**src/rtl/pc_sequencer_if.sv**
```systemverilog
// Decode/branch-compare side to PC sequencer signal bundle.
// The slave modport is the sequencer; the master modport is the decode stage.
interface pc_sequencer_if #(
  parameter int ADDR_WIDTH   = 32,
  parameter int INDEX_WIDTH  = 26,
  parameter int OFFSET_WIDTH = 16
);
  logic                    advance;
  logic [1:0]              jump_type;
  logic [INDEX_WIDTH-1:0]  instr_index;
  logic [OFFSET_WIDTH-1:0] branch_offset;
  logic [ADDR_WIDTH-1:0]   reg_target;
  logic [ADDR_WIDTH-1:0]   pc;
  logic [ADDR_WIDTH-1:0]   link_addr;
  logic                    in_delay_slot;
  logic                    misaligned_err;
  logic                    nested_err;

  modport master (
    output advance, jump_type, instr_index, branch_offset, reg_target,
    input  pc, link_addr, in_delay_slot, misaligned_err, nested_err
  );

  modport slave (
    input  advance, jump_type, instr_index, branch_offset, reg_target,
    output pc, link_addr, in_delay_slot, misaligned_err, nested_err
  );
endinterface

```
**src/rtl/pc_sequencer.sv**
```systemverilog
// MIPS program counter with J/JR/branch target generation and a
// one-instruction branch delay slot.
module pc_sequencer #(
  parameter int          ADDR_WIDTH   = 32,
  parameter int          INDEX_WIDTH  = 26,
  parameter int          OFFSET_WIDTH = 16,
  parameter logic [31:0] RESET_VECTOR = 32'hBFC00000
) (
  input  logic         clk,
  input  logic         reset,
  pc_sequencer_if.slave bus
);
  localparam int UPPER = ADDR_WIDTH - INDEX_WIDTH - 2;

  typedef enum logic {IDLE, DELAY} state_t;
  typedef enum logic [1:0] {JT_NONE, JT_INDEX, JT_REG, JT_BRANCH} jump_t;

  state_t                state_q, state_d;
  logic [ADDR_WIDTH-1:0] pc_q, pc_d;
  logic [ADDR_WIDTH-1:0] target_q, target_d;
  logic                  mis_q, mis_d;
  logic                  nest_q, nest_d;

  logic [ADDR_WIDTH-1:0] pc_plus4;
  logic [ADDR_WIDTH-1:0] j_target;
  logic [ADDR_WIDTH-1:0] br_off;
  logic [ADDR_WIDTH-1:0] br_target;

  assign pc_plus4  = pc_q + ADDR_WIDTH'(4);
  assign br_off    = ADDR_WIDTH'($signed(bus.branch_offset));
  assign br_target = pc_plus4 + (br_off << 2);

  // J target keeps the top UPPER bits of pc+4; UPPER==0 has no region to keep.
  if (UPPER < 0) begin : g_bad_widths
    $error("pc_sequencer: ADDR_WIDTH must be at least INDEX_WIDTH+2");
  end else if (UPPER == 0) begin : g_j_noupper
    assign j_target = {bus.instr_index, 2'b00};
  end else begin : g_j_upper
    assign j_target = {pc_plus4[ADDR_WIDTH-1 -: UPPER], bus.instr_index, 2'b00};
  end

  always_comb begin
    state_d  = state_q;
    pc_d     = pc_q;
    target_d = target_q;
    mis_d    = 1'b0;
    nest_d   = 1'b0;
    if (bus.advance) begin
      if (state_q == DELAY) begin
        pc_d    = target_q;
        state_d = IDLE;
        nest_d  = (bus.jump_type != JT_NONE);
      end else begin
        pc_d = pc_plus4;
        case (jump_t'(bus.jump_type))
          JT_INDEX: begin
            target_d = j_target;
            state_d  = DELAY;
          end
          JT_BRANCH: begin
            target_d = br_target;
            state_d  = DELAY;
          end
          JT_REG: begin
            if (bus.reg_target[1:0] == 2'b00) begin
              target_d = bus.reg_target;
              state_d  = DELAY;
            end else begin
              mis_d = 1'b1;
            end
          end
          default: ;
        endcase
      end
    end
  end

  always_ff @(posedge clk or posedge reset) begin
    if (reset) begin
      state_q  <= IDLE;
      pc_q     <= ADDR_WIDTH'(RESET_VECTOR);
      target_q <= '0;
      mis_q    <= 1'b0;
      nest_q   <= 1'b0;
    end else begin
      state_q  <= state_d;
      pc_q     <= pc_d;
      target_q <= target_d;
      mis_q    <= mis_d;
      nest_q   <= nest_d;
    end
  end

  assign bus.pc             = pc_q;
  assign bus.link_addr      = pc_q + ADDR_WIDTH'(8);
  assign bus.in_delay_slot  = (state_q == DELAY);
  assign bus.misaligned_err = mis_q;
  assign bus.nested_err     = nest_q;
endmodule

```
**src/flat_wrapper.sv**
```systemverilog
// flat-port wrapper written by rule: the top's interface ports become plain ports
module pc_sequencer_flat 
#(
  parameter int          ADDR_WIDTH   = 32,
  parameter int          INDEX_WIDTH  = 26,
  parameter int          OFFSET_WIDTH = 16,
  parameter logic [31:0] RESET_VECTOR = 32'hBFC00000
)
  (clk, reset, bus_advance, bus_jump_type, bus_instr_index, bus_branch_offset, bus_reg_target, bus_pc, bus_link_addr, bus_in_delay_slot, bus_misaligned_err, bus_nested_err);
  pc_sequencer_if #(.ADDR_WIDTH(ADDR_WIDTH), .INDEX_WIDTH(INDEX_WIDTH), .OFFSET_WIDTH(OFFSET_WIDTH)) bus_i ();
  input  logic clk;
  input  logic reset;
  input wire logic [$bits(bus_i.advance)-1:0] bus_advance;
  input wire logic [$bits(bus_i.jump_type)-1:0] bus_jump_type;
  input wire logic [$bits(bus_i.instr_index)-1:0] bus_instr_index;
  input wire logic [$bits(bus_i.branch_offset)-1:0] bus_branch_offset;
  input wire logic [$bits(bus_i.reg_target)-1:0] bus_reg_target;
  output wire logic [$bits(bus_i.pc)-1:0] bus_pc;
  output wire logic [$bits(bus_i.link_addr)-1:0] bus_link_addr;
  output wire logic [$bits(bus_i.in_delay_slot)-1:0] bus_in_delay_slot;
  output wire logic [$bits(bus_i.misaligned_err)-1:0] bus_misaligned_err;
  output wire logic [$bits(bus_i.nested_err)-1:0] bus_nested_err;
  assign bus_i.advance = bus_advance;
  assign bus_i.jump_type = bus_jump_type;
  assign bus_i.instr_index = bus_instr_index;
  assign bus_i.branch_offset = bus_branch_offset;
  assign bus_i.reg_target = bus_reg_target;
  assign bus_pc = bus_i.pc;
  assign bus_link_addr = bus_i.link_addr;
  assign bus_in_delay_slot = bus_i.in_delay_slot;
  assign bus_misaligned_err = bus_i.misaligned_err;
  assign bus_nested_err = bus_i.nested_err;
  pc_sequencer #(.ADDR_WIDTH(ADDR_WIDTH), .INDEX_WIDTH(INDEX_WIDTH), .OFFSET_WIDTH(OFFSET_WIDTH), .RESET_VECTOR(RESET_VECTOR)) u_core (.clk(clk), .reset(reset), .bus(bus_i));
endmodule
```
**config.mk**
```make
export PLATFORM = sky130hd
export DESIGN_NAME = pc_sequencer_flat
export DESIGN_NICKNAME = d
export VERILOG_FILES = /design/src/rtl/pc_sequencer_if.sv /design/src/rtl/pc_sequencer.sv /design/src/flat_wrapper.sv
export SDC_FILE = /design/constraint.sdc
export NUM_CORES = 1
export LEC_CHECK = 0
export BUFFER_PORTS_ARGS = -buffer_cell sky130_fd_sc_hd__buf_2
export CAP_MARGIN = 20
export CORE_MARGIN = 2
export CORE_UTILIZATION = 28
export DETAILED_ROUTE_END_ITERATION = 12
export HOLD_SLACK_MARGIN = 0.15
export PLACE_DENSITY = 0.55
export SYNTH_ARGS = -nofsm -noshare
export SYNTH_HDL_FRONTEND = slang
export SYNTH_SLANG_ARGS = --single-unit
```
**constraint.sdc**
```tcl
create_clock -name clk -period 6.1 [get_ports clk]
set_input_delay 1.22 -clock clk [delete_from_list [all_inputs] [get_ports clk]]
set_output_delay 1.22 -clock clk [all_outputs]
set_load 0.05 [all_outputs]
```
* Yosys cells after proc, flatten, opt, wreduce, memory -nomap -nowiden
Cells that the tools add are included.
Storage, ports and cells: bits in registers 67, input bits 79, word-level logic and storage cells 30, output and inout bits 67
Operators by class: reduce and logical (&&, ||, !) cells 5, multiplexer cells 12, bitwise logic cells 1, $add $sub $neg 3, equality and inequality tests 4
Operators by type and width (count):
- $pmux 32 s3 | 1
- $mux 32 | 2
- $add 32x3->32 const B | 1
- $add 32x32->32 | 1
- $add 32x4->32 const B | 1
- $mux 1 | 8
- $eq 2x2->1 const B | 2
- $reduce_and 4->1 | 1
- $reduce_bool 3->1 | 1
- $eq 2x1->1 const B | 1
- $logic_not 2->1 | 1
- $ne 2x1->1 const B | 1
- $pmux 1 s2 | 1
- $reduce_bool 2->1 | 1
- $reduce_or 2->1 | 1
- $not 1->1 | 1

* Logic depth before layout (Yosys ltp)
Gate-level depths: netlist of the first run.
depth after elaboration 5, gate-level depth with buffers 17, mapped depth without buffers 17

* Worst setup path after synthesis of the first run
Ideal clock, no wire load.
path kind flip-flop to flip-flop, start reg u_core.pc_q[3] (netlist: u_core.bus.pc[3]), end reg u_core.target_q[28], data arrival time 4.362 ns, library setup time 0.126 ns, required time 5.974 ns, cell stages (with the launch flop) 17, buffers on the path 0, path slack 1.612 ns, clock period less this slack 4.488 ns, cells stage by stage dfrtp_1 > ha_1 > nand3_1 > nor3_1 > and3_1 > nand2_1 > nor2_1 > xor2_1 > ha_1 > nand2_1 > or3_1 > o221ai_1 > a21boi_1 > o31a_1 > nor3b_1 > mux2i_1 > o32a_1
On the way: word-level cells in the longest chain between the ends 3
Ends and longest elaborated chain:
- start, declared | RTL line pc_sequencer.sv:19 | logic [ADDR_WIDTH-1:0] pc_q, pc_d;
- start signal, assigned | RTL line pc_sequencer.sv:81 | pc_q <= ADDR_WIDTH'(RESET_VECTOR);
- start signal, assigned | RTL line pc_sequencer.sv:87 | pc_q <= pc_d;
- $add 32x3->32 (*) | RTL line pc_sequencer.sv:29 | assign pc_plus4 = pc_q + ADDR_WIDTH'(4);
- $add 32x32->32 | RTL line pc_sequencer.sv:31 | assign br_target = pc_plus4 + (br_off << 2);
- $pmux 32 s3 (*) | RTL line pc_sequencer.sv:55 | case (jump_t'(bus.jump_type))
- end signal, assigned | RTL line pc_sequencer.sv:88 | target_q <= target_d;
- end, declared | RTL line pc_sequencer.sv:20 | logic [ADDR_WIDTH-1:0] target_q, target_d;
Every way passes the cells marked *; elsewhere a longest branch is shown, timed or not. A chain may end at the register's enable or synchronous reset.

* Final worst setup path of the first run
start reg u_core.pc_q[2] (netlist: u_core.bus.pc[2]), end reg u_core.target_q[31]
The elaborated chain is that of the path after synthesis.

==> results list, run 1 <==
- The critical path crosses 17 cells after its start point.
* Final Worst Setup Slack: 1.03 ns
- Total clock buffers created by CTS: 9
* Iteration-0 DRC Markers: ~670
- The worst setup path is launched from a flop.
* Die area: 22500 sq um
* Pwr Density: 478 nW/um^2
- Yosys printed 0 warnings.
- The min-delay analysis places its worst path in the category reg -> reg.
* Antenna violations before repair: 0
- The die is 150 um wide.
* Synth Flop Type: sky130_fd_sc_hd__dfrtp_1
* Average size of a mapped cell: between 7 and 8 sq um
- Maximum single-stage delay on the critical path: 0.64 ns
* Max clock buf depth: 2
* Status: finished, final reports clean
- The total area inside the core boundary comes to between 20000 and 25000 sq um.
* Critical Setup Path Class: reg -> reg
- Most common cell after layout, fill and taps aside: sky130_fd_sc_hd__buf_2
* Uppermost routed layer: met4
- After detailed routing, the average wire length per cell comes to 18.1 um.
- Sum Neg Setup Slack: 0 ns
- Effective utilization at floorplan: about 28%
- The detailed router put a total of 10500 um of wire on met1.
* Post-DP HPWL: 16100 um
- The multi-input combinational cells in the finished layout cover a total of ~4000 sq um.
- Along the worst path, the maximum fanout reaches 13.
- Cell type of the slowest stage on the worst timing path: sky130_fd_sc_hd__dfrtp_1
- Summed over all cells, the static leakage comes to ~0.0033 uW.
- The synthesized design contains 0 enable-type register cells.
* Share of the clock period used by the worst path after layout: between 80 and 90%
- OpenSTA, run right after detailed placement, puts the worst setup slack at about 1.1 ns.
- Count of max-cap constraint violations: 0
- For the final database, setup skew stands at roughly 0.0092 ns.
- Setup repair after global routing left no endpoint under its margin.
* Synthesis-stage register bit count: 67
* Final-report max-slew violation count: 0
- After detailed routing, the number of remaining DRC violations is 0.
* Clock latency on the worst-skew pair: 0.33 ns
* Share of async-settable or async-resettable flops after synthesis: 100%
- Kind of cell adding the most delay to the critical path: compound AO/OA/AOI/OAI gates
- Transition at the pin with the smallest max-transition slack: around 0.93 ns
* Worst IR Drop VDD: 0.197 mV
- Req. time, crit path: about 6.3 ns
* Cell count after synthesis: between 700 and 800
- Largest net degree at the start of global routing: 65
- Crit. End Element: flop
- Data arrival time of the critical path: between 5 and 6 ns
* PortBufs: 145
- Total global routing track utilization: 18.6%
- Synthesis produced a netlist with a net count of 876.
- Setup violations remaining at the end of the flow were counted as 0.
- Compared with the post-synthesis result, the final layout area differs by 19.8%.
- Routed wl met3: 1260 um
- In this run the worst setup path begins at u_core.bus.pc[2].
* DRT Pass-1 Iters: 5
- Wire length of the first global-routing pass: ~32000 um
* Max Clk Rate: slightly below 0.2 GHz
- The share of the Yosys chip area taken by registers is 28.2%.
- The H-tree was split into 3 levels.
- The hold violation total from the final report came to 0.
- Of the cells placed in the final design, the portion with a size suffix greater than 1 is approximately 22%.
* Via count: 5865
- Post-CTS setup buffer count: 0
- The most critical setup path has its endpoint at u_core.target_q[31].
- TritonCTS built the clock tree.
- For the worst flop-to-flop path, the logic depth is 17.
- Crit path time final: a little over 5 ns
- Detail Route met2 WL: between 8000 and 9000 um
- Count of hold-fix buffers inserted at cts: 0
- Gr ovfl total: 0
* Height of the chip: 150 um
- Total number of nets in the final design: 991
* Weighted congestion at the end of routability-driven global placement: 0.921
* Number of distinct library cells after synthesis: 69
- Sequential cell area: 1690 sq um
- Counting both buffers and inverters, the worst setup path holds a total of 0.
- Setup slack on the worst flop-to-flop path: roughly 1 ns
- I/O pin cnt: 146
- Number of placement rows: 53
* Worst rel slew slack: about 38%
- Clock slew at reported path FFs: approximately 0.06 ns
- Wire length reported by the detailed router: 20900 um
- Syn Std Cell Area: 5980 sq um
- The critical path goes through ha_1 -> nand3_1 -> nor3_1 -> and3_1 -> nand2_1 -> nor2_1 -> xor2_1 -> ha_1 -> a21oi_1 -> o211ai_1 -> a211oi_1 -> nor2_1 -> a211o_1 -> a41oi_1 -> a21oi_1 -> xnor2_1 -> a221oi_2.
- Number of nets with antenna violations after routing: 0
* Vias in the first global route: 5547
- The endpoint identified for the worst register-to-register timing path is u_core.target_q[31].
* Sink count of the clock tree: 67
* Critical R2R Launch: u_core.bus.pc[2]
- The number of gates resized after CTS was 0.
- Avg Vias per Cell: 5.07
- Most used cells in the layout excluding fill and tap cells: sky130_fd_sc_hd__buf_2 (145), sky130_fd_sc_hd__nand2_1 (92), sky130_fd_sc_hd__nor2_1 (79)
- Diodes inserted: 0
- Clk root buf: sky130_fd_sc_hd__clkbuf_16
- Fill cells in the final layout number 2226.
[how the worst min path moves through the flow]
stage                             start  cells after the start  slack, ns             endpoint
finish               u_core.target_q[1]                      2       0.46   u_core.target_q[1]
global route        u_core.target_q[11]                      1       0.50  u_core.target_q[11]
CTS                  u_core.target_q[1]                      2       0.47   u_core.target_q[1]
detailed placement   u_core.target_q[1]                      2       0.46   u_core.target_q[1]
global placement     u_core.target_q[0]                      2       0.45   u_core.target_q[0]
floorplan            u_core.target_q[0]                      2       0.43   u_core.target_q[0]
[per-layer routing]
metal	vias to the layer above	track usage, %
met1	2724	28.5
li1	2933	-
met4	0	3.96
met2	193	27.4
met3	15	3.03
met5	-	0
[final cells by class]
cell class              instances  share of cell area (%)
clock buffers                  14                    3.55
well taps                     275                    4.80
inverters                      19                   0.996
clock inverters                 2                   0.838
repair buffers                150                    10.7
flip-flops and latches         67                    23.6
multi-input cells             629                    55.6
[synth_stat cells, types with 3 or more instances]
cell type                   n  area share [%]
sky130_fd_sc_hd__a211o_1    4            0.59
sky130_fd_sc_hd__a211oi_1   8             1.0
sky130_fd_sc_hd__a21o_1    14             1.8
sky130_fd_sc_hd__a21oi_1   68             5.7
sky130_fd_sc_hd__a221o_1    3            0.50
sky130_fd_sc_hd__a31oi_1    6            0.63
sky130_fd_sc_hd__and3_1    13             1.4
sky130_fd_sc_hd__buf_1      5            0.31
sky130_fd_sc_hd__buf_2      5            0.42
sky130_fd_sc_hd__buf_4     10             1.3
sky130_fd_sc_hd__clkbuf_1  24             1.5
sky130_fd_sc_hd__dfrtp_1   58              24
sky130_fd_sc_hd__dfstp_2    9             4.0
sky130_fd_sc_hd__ha_1      35             7.3
sky130_fd_sc_hd__inv_1     18             1.1
sky130_fd_sc_hd__mux2_2     6             1.1
sky130_fd_sc_hd__mux2i_1   13             2.2
sky130_fd_sc_hd__nand2_1   92             5.8
sky130_fd_sc_hd__nand2b_1   6            0.63
sky130_fd_sc_hd__nand3_1   18             1.5
sky130_fd_sc_hd__nand3b_1   4            0.50
sky130_fd_sc_hd__nand4_1    7            0.73
sky130_fd_sc_hd__nor2_1    79             5.0
sky130_fd_sc_hd__nor2b_1    7            0.73
sky130_fd_sc_hd__nor3_1    20             1.7
sky130_fd_sc_hd__nor4_1     8            0.84
sky130_fd_sc_hd__o211ai_1   6            0.75
sky130_fd_sc_hd__o21a_1     7            0.88
sky130_fd_sc_hd__o21ai_0   72             6.0
sky130_fd_sc_hd__o21ai_1    3            0.25
sky130_fd_sc_hd__o21bai_1   3            0.38
sky130_fd_sc_hd__o221ai_1   3            0.44
sky130_fd_sc_hd__o22ai_1    4            0.42
sky130_fd_sc_hd__or3_1      4            0.42
sky130_fd_sc_hd__xnor2_1   43             6.3
sky130_fd_sc_hd__xor2_1    34             5.0
[worst min-delay path, stage by stage (launching register included)]
cell and delay (ns):
sky130_fd_sc_hd__dfrtp_1 0.34, sky130_fd_sc_hd__nand2_1 0.05, sky130_fd_sc_hd__nand2_1 0.05
[metrics by stage]
step | total power (uW) | hold slack [ns] | utilization, % | std cells | area (sq um)
floorplan | 2370 | 0.435 | - | 761 | 5980
CTS | 3420 | 0.469 | 34.1 | 1156 | 7160
global route | 3650 | 0.497 | 34.1 | 1156 | 7160
finish | 3420 | 0.464 | 34.1 | 1156 | 7160
global placement | 2840 | 0.454 | 32.6 | 1140 | 6850
detailed placement | 2840 | 0.457 | 32.6 | 1140 | 6850
[cell families after synthesis]
| group | Yosys count | share of synthesized area (%) |
|---|---|---|
| multiplexers | 19 | 3.31 |
| adder cells (fa/ha/maj) | 36 | 7.66 |
| buffers and inverters | 65 | 5.21 |
| XOR/XNOR | 79 | 11.8 |
| flip-flops | 67 | 28.2 |
| AO/OA/AOI/OAI | 220 | 22.2 |
| AND/OR/NAND/NOR | 275 | 21.6 |
[flip-flops by register name, summed over array words and instances, names as in the netlist]
register and flops:
u_core.bus.misaligned_err 1, u_core.bus.nested_err 1, u_core.target_q 32, u_core.bus.pc 32
u_core.bus.in_delay_slot 1
[report_power, final]
part	switching (uW)	internal [uW]	total, uW
Combinational	1350	656	2010
Sequential	241	602	843
Clock	203	370	573
No activity file was read; power rests on OpenSTA's default activity.
==> inputs of run 2 (changes only) <==
==> constraint.sdc (replaced) <==
create_clock -name clk -period 5.05 [get_ports clk]
set_input_delay 1.01 -clock clk [delete_from_list [all_inputs] [get_ports clk]]
set_output_delay 1.01 -clock clk [all_outputs]
set_load 0.05 [all_outputs]
==> run 2 against run 1 <==
  * First-iteration DRC count down 23%
  * Clock-buffer cell count down 2
  * Non-clock buffer count is 5 higher
  * Register-to-register slack worse by 0.43 ns
  * Largest power group unchanged
==> results list, run 2 (synthesis gave the netlist of run 1 again) <==
- Power Total: 4050 uW
- Counting cells, the worst reg-to-reg path comes to 18.
- Number of failing setup endpoints in the final timing report: 0
- The path class of the tightest hold or removal check is reg -> reg.
- Critical Setup Path Class: reg -> reg
- The startpoint identified for the worst hold timing path is u_core.target_q[0].
* Pwr Density: around 570 nW/um^2
- Buffers inserted during clock tree synthesis total 9.
- The endpoint identified for the worst register-to-register timing path is u_core.target_q[31].
- Vias in the first global route: 5514
* Crit path time final: between 4 and 5 ns
* Total count of hold-check failures in the final report: 0
- OpenSTA, run right after detailed placement, puts the worst setup slack at 0.685 ns.
- Largest net degree at the start of global routing: 65
- After the first detailed-routing iteration, the DRC count stood at 518.
* Post-CTS setup buffer count: 0
- Max clock buf depth: 2
- Detailed placement ended at an HPWL of ~16000 um.
* Post-cts resize count: 0
- For the worst setup path, the data arrival time is 4.69 ns.
- The number of antenna violations at the first check in global routing is 0.
- STA classifies the critical path startpoint as a flop.
- Worst hold path stage count: 2
- The routed design has 20600 um of wire.
- Height of the chip: approximately 150 um
- The worst setup path is captured at a flop.
- Most common cell after layout, fill and taps aside: sky130_fd_sc_hd__buf_2
- Avg Vias per Cell: 5.07
* Weighted congestion at the end of routability-driven global placement: between 0.9 and 1
* Critical R2R Launch: u_core.bus.pc[3]
- The H-tree was split into 3 levels.
- Total number of nets in the final design: 996
- Based on the critical path, the design can be clocked at up to ~0.22 GHz.
- Across the run, the number of max-cap violations was 0.
- Final Worst Setup Slack: 0.600 ns
- Final-report max-slew violation count: 0
- Hold repair after CTS inserted 0 buffers.
- Sum Neg Setup Slack: 0 ns
* Cell type of the slowest stage on the worst timing path: sky130_fd_sc_hd__dfrtp_1
- Maximum single-stage delay on the critical path: ~0.43 ns
- The run finished with clean final reports.
* Number of nets with antenna violations after routing: 0
- The critical path goes through ha_1 -> nand3_1 -> nor3_1 -> buf_4 -> and3_1 -> nand2_1 -> nor2_1 -> xor2_1 -> ha_1 -> a21oi_1 -> o211ai_1 -> a211oi_1 -> nor2_1 -> a211o_1 -> a41oi_1 -> a21oi_1 -> xnor2_1 -> a221oi_2.
- Setup repair after global routing left no endpoint under its margin.
- Global routing consumed, over all layers together, 18.5% of the routing resources.
- After floorplanning, the core was divided into 53 placement rows.
* Req. time, crit path: between 5 and 6 ns
* Number of filler instances in the final layout: 2266
* Effective utilization at floorplan: 28.5%
- For this design, the sink count on the clock tree is 67.
* Wire length of the first global-routing pass: ~32000 um
- Clock latency on the worst-skew pair: roughly 0.33 ns
* Layout-stage area growth over the synthesis result: 19.9%
* Diodes inserted: 0
* Area of the core: 21000 sq um
- I/O pin cnt: 146
* TritonCTS clock tree: built
- Port buffering added 145 buffers.
- In the finished design, the share of the clock period the worst path needs comes to 88.1%.
- In this run the horizontal extent of the chip is 150 um.
- The final route contains 5881 vias.
- Clk root buf: sky130_fd_sc_hd__clkbuf_16
* DR WL/cell: around 18 um
- Leaving out fill and tap cells, the most frequent cells in the layout are sky130_fd_sc_hd__buf_2 (145), sky130_fd_sc_hd__nand2_1 (92), sky130_fd_sc_hd__nor2_1 (79).
- The post-route netlist has 22.8% of its cells at a drive strength greater than 1.
- Gr ovfl total: 0
* Clock slew at reported path FFs: ~0.06 ns
* Worst min-delay path endpoint: u_core.target_q[0]
- The die covers 22500 sq um.
- The number of placed instances, taps included, is 1145.
* Leakage power of the design: 0.00329 uW
* Worst rel slew slack: 33.1%
- VDD sags by at most about 0.26 mV.
- Final cell count without fillers: 1161
- Of all nets on the critical path, the largest fanout is 6.
* Number of remaining DRC errors: 0
- The pre-antenna-repair detailed-routing pass consisted of 5 iterations.
* Transition at the pin with the smallest max-transition slack: 1.00 ns
- The clock arrives with 0.00525 ns of skew.
- Across all register-to-register paths, the minimum setup slack is 0.60 ns.
==> run 2: cell count changes in the layout (fill, tap and decap cells not counted) <==
cell and change:
sky130_fd_sc_hd__buf_4 +5, sky130_fd_sc_hd__clkbuf_1 -3, sky130_fd_sc_hd__clkbuf_8 +1, sky130_fd_sc_hd__clkinvlp_4 +2, sky130_fd_sc_hd__clkinv_2 +2, sky130_fd_sc_hd__bufinv_16 -2
==> run 2: stage by stage <==
| step | hold slack, ns | instance area (sq um) | utilization (%) |
|---|---|---|---|
| floorplan | 0.435 | 5980 | - |
| global placement | 0.451 | 6890 | 32.8 |
| detailed placement | 0.456 | 6890 | 32.8 |
| CTS | 0.468 | 7170 | 34.1 |
| global route | 0.493 | 7170 | 34.1 |
| finish | 0.465 | 7170 | 34.1 |
==> run 2: worst max-delay path: cells and delay by family (launching register included) <==
kind                     cells  cell delay [ns]
AO/OA/AOI/OAI                7             1.76
XOR/XNOR                     2             0.38
adder cells (fa/ha/maj)      2             0.56
buffers and inverters        1             0.17
flip-flops                   1             0.43
AND/OR/NAND/NOR              6             1.05
==> run 2: metal layers <==
layer	GRT usage [%]	vias to the layer above	wire length [um]
li1	-	2949	-
met1	27.8	2763	10400
met2	27.4	155	8910
met3	3.33	14	1040
met4	3.87	0	230
met5	0	-	0
==> run 2: cell type report <==
type | instances | area, sq um | area share [%]
Inverter | 19 | 71.3 | 0.995
Tap cell | 275 | 344 | 4.80
Clock buffer | 12 | 256 | 3.58
Timing Repair Buffer | 155 | 801 | 11.2
Sequential cell | 67 | 1690 | 23.6
Multi-Input combinational cell | 629 | 3980 | 55.5
Clock inverter | 4 | 25.0 | 0.349
==> run 2: power breakdown <==
group	total, uW	leakage, uW	internal, uW	switching (uW)
combinational	2440	0.00234	800	1640
sequential	1000	0.000814	728	276
clock	603	0.000135	358	246
==> run 2: worst max-delay path by stage <==
stage / from / to / slack, ns / depth (start not counted)
2_1_floorplan: u_core.bus.pc[3] / u_core.target_q[28] / 0.56 / 16
3_3_place_gp: u_core.bus.pc[3] / u_core.target_q[28] / 0.76 / 17
3_5_place_dp: u_core.bus.pc[3] / u_core.target_q[31] / 0.68 / 18
4_1_cts: u_core.bus.pc[3] / u_core.target_q[31] / 0.64 / 18
5_1_grt: u_core.bus.pc[3] / u_core.target_q[31] / 0.12 / 18
6_report: u_core.bus.pc[3] / u_core.target_q[31] / 0.60 / 18
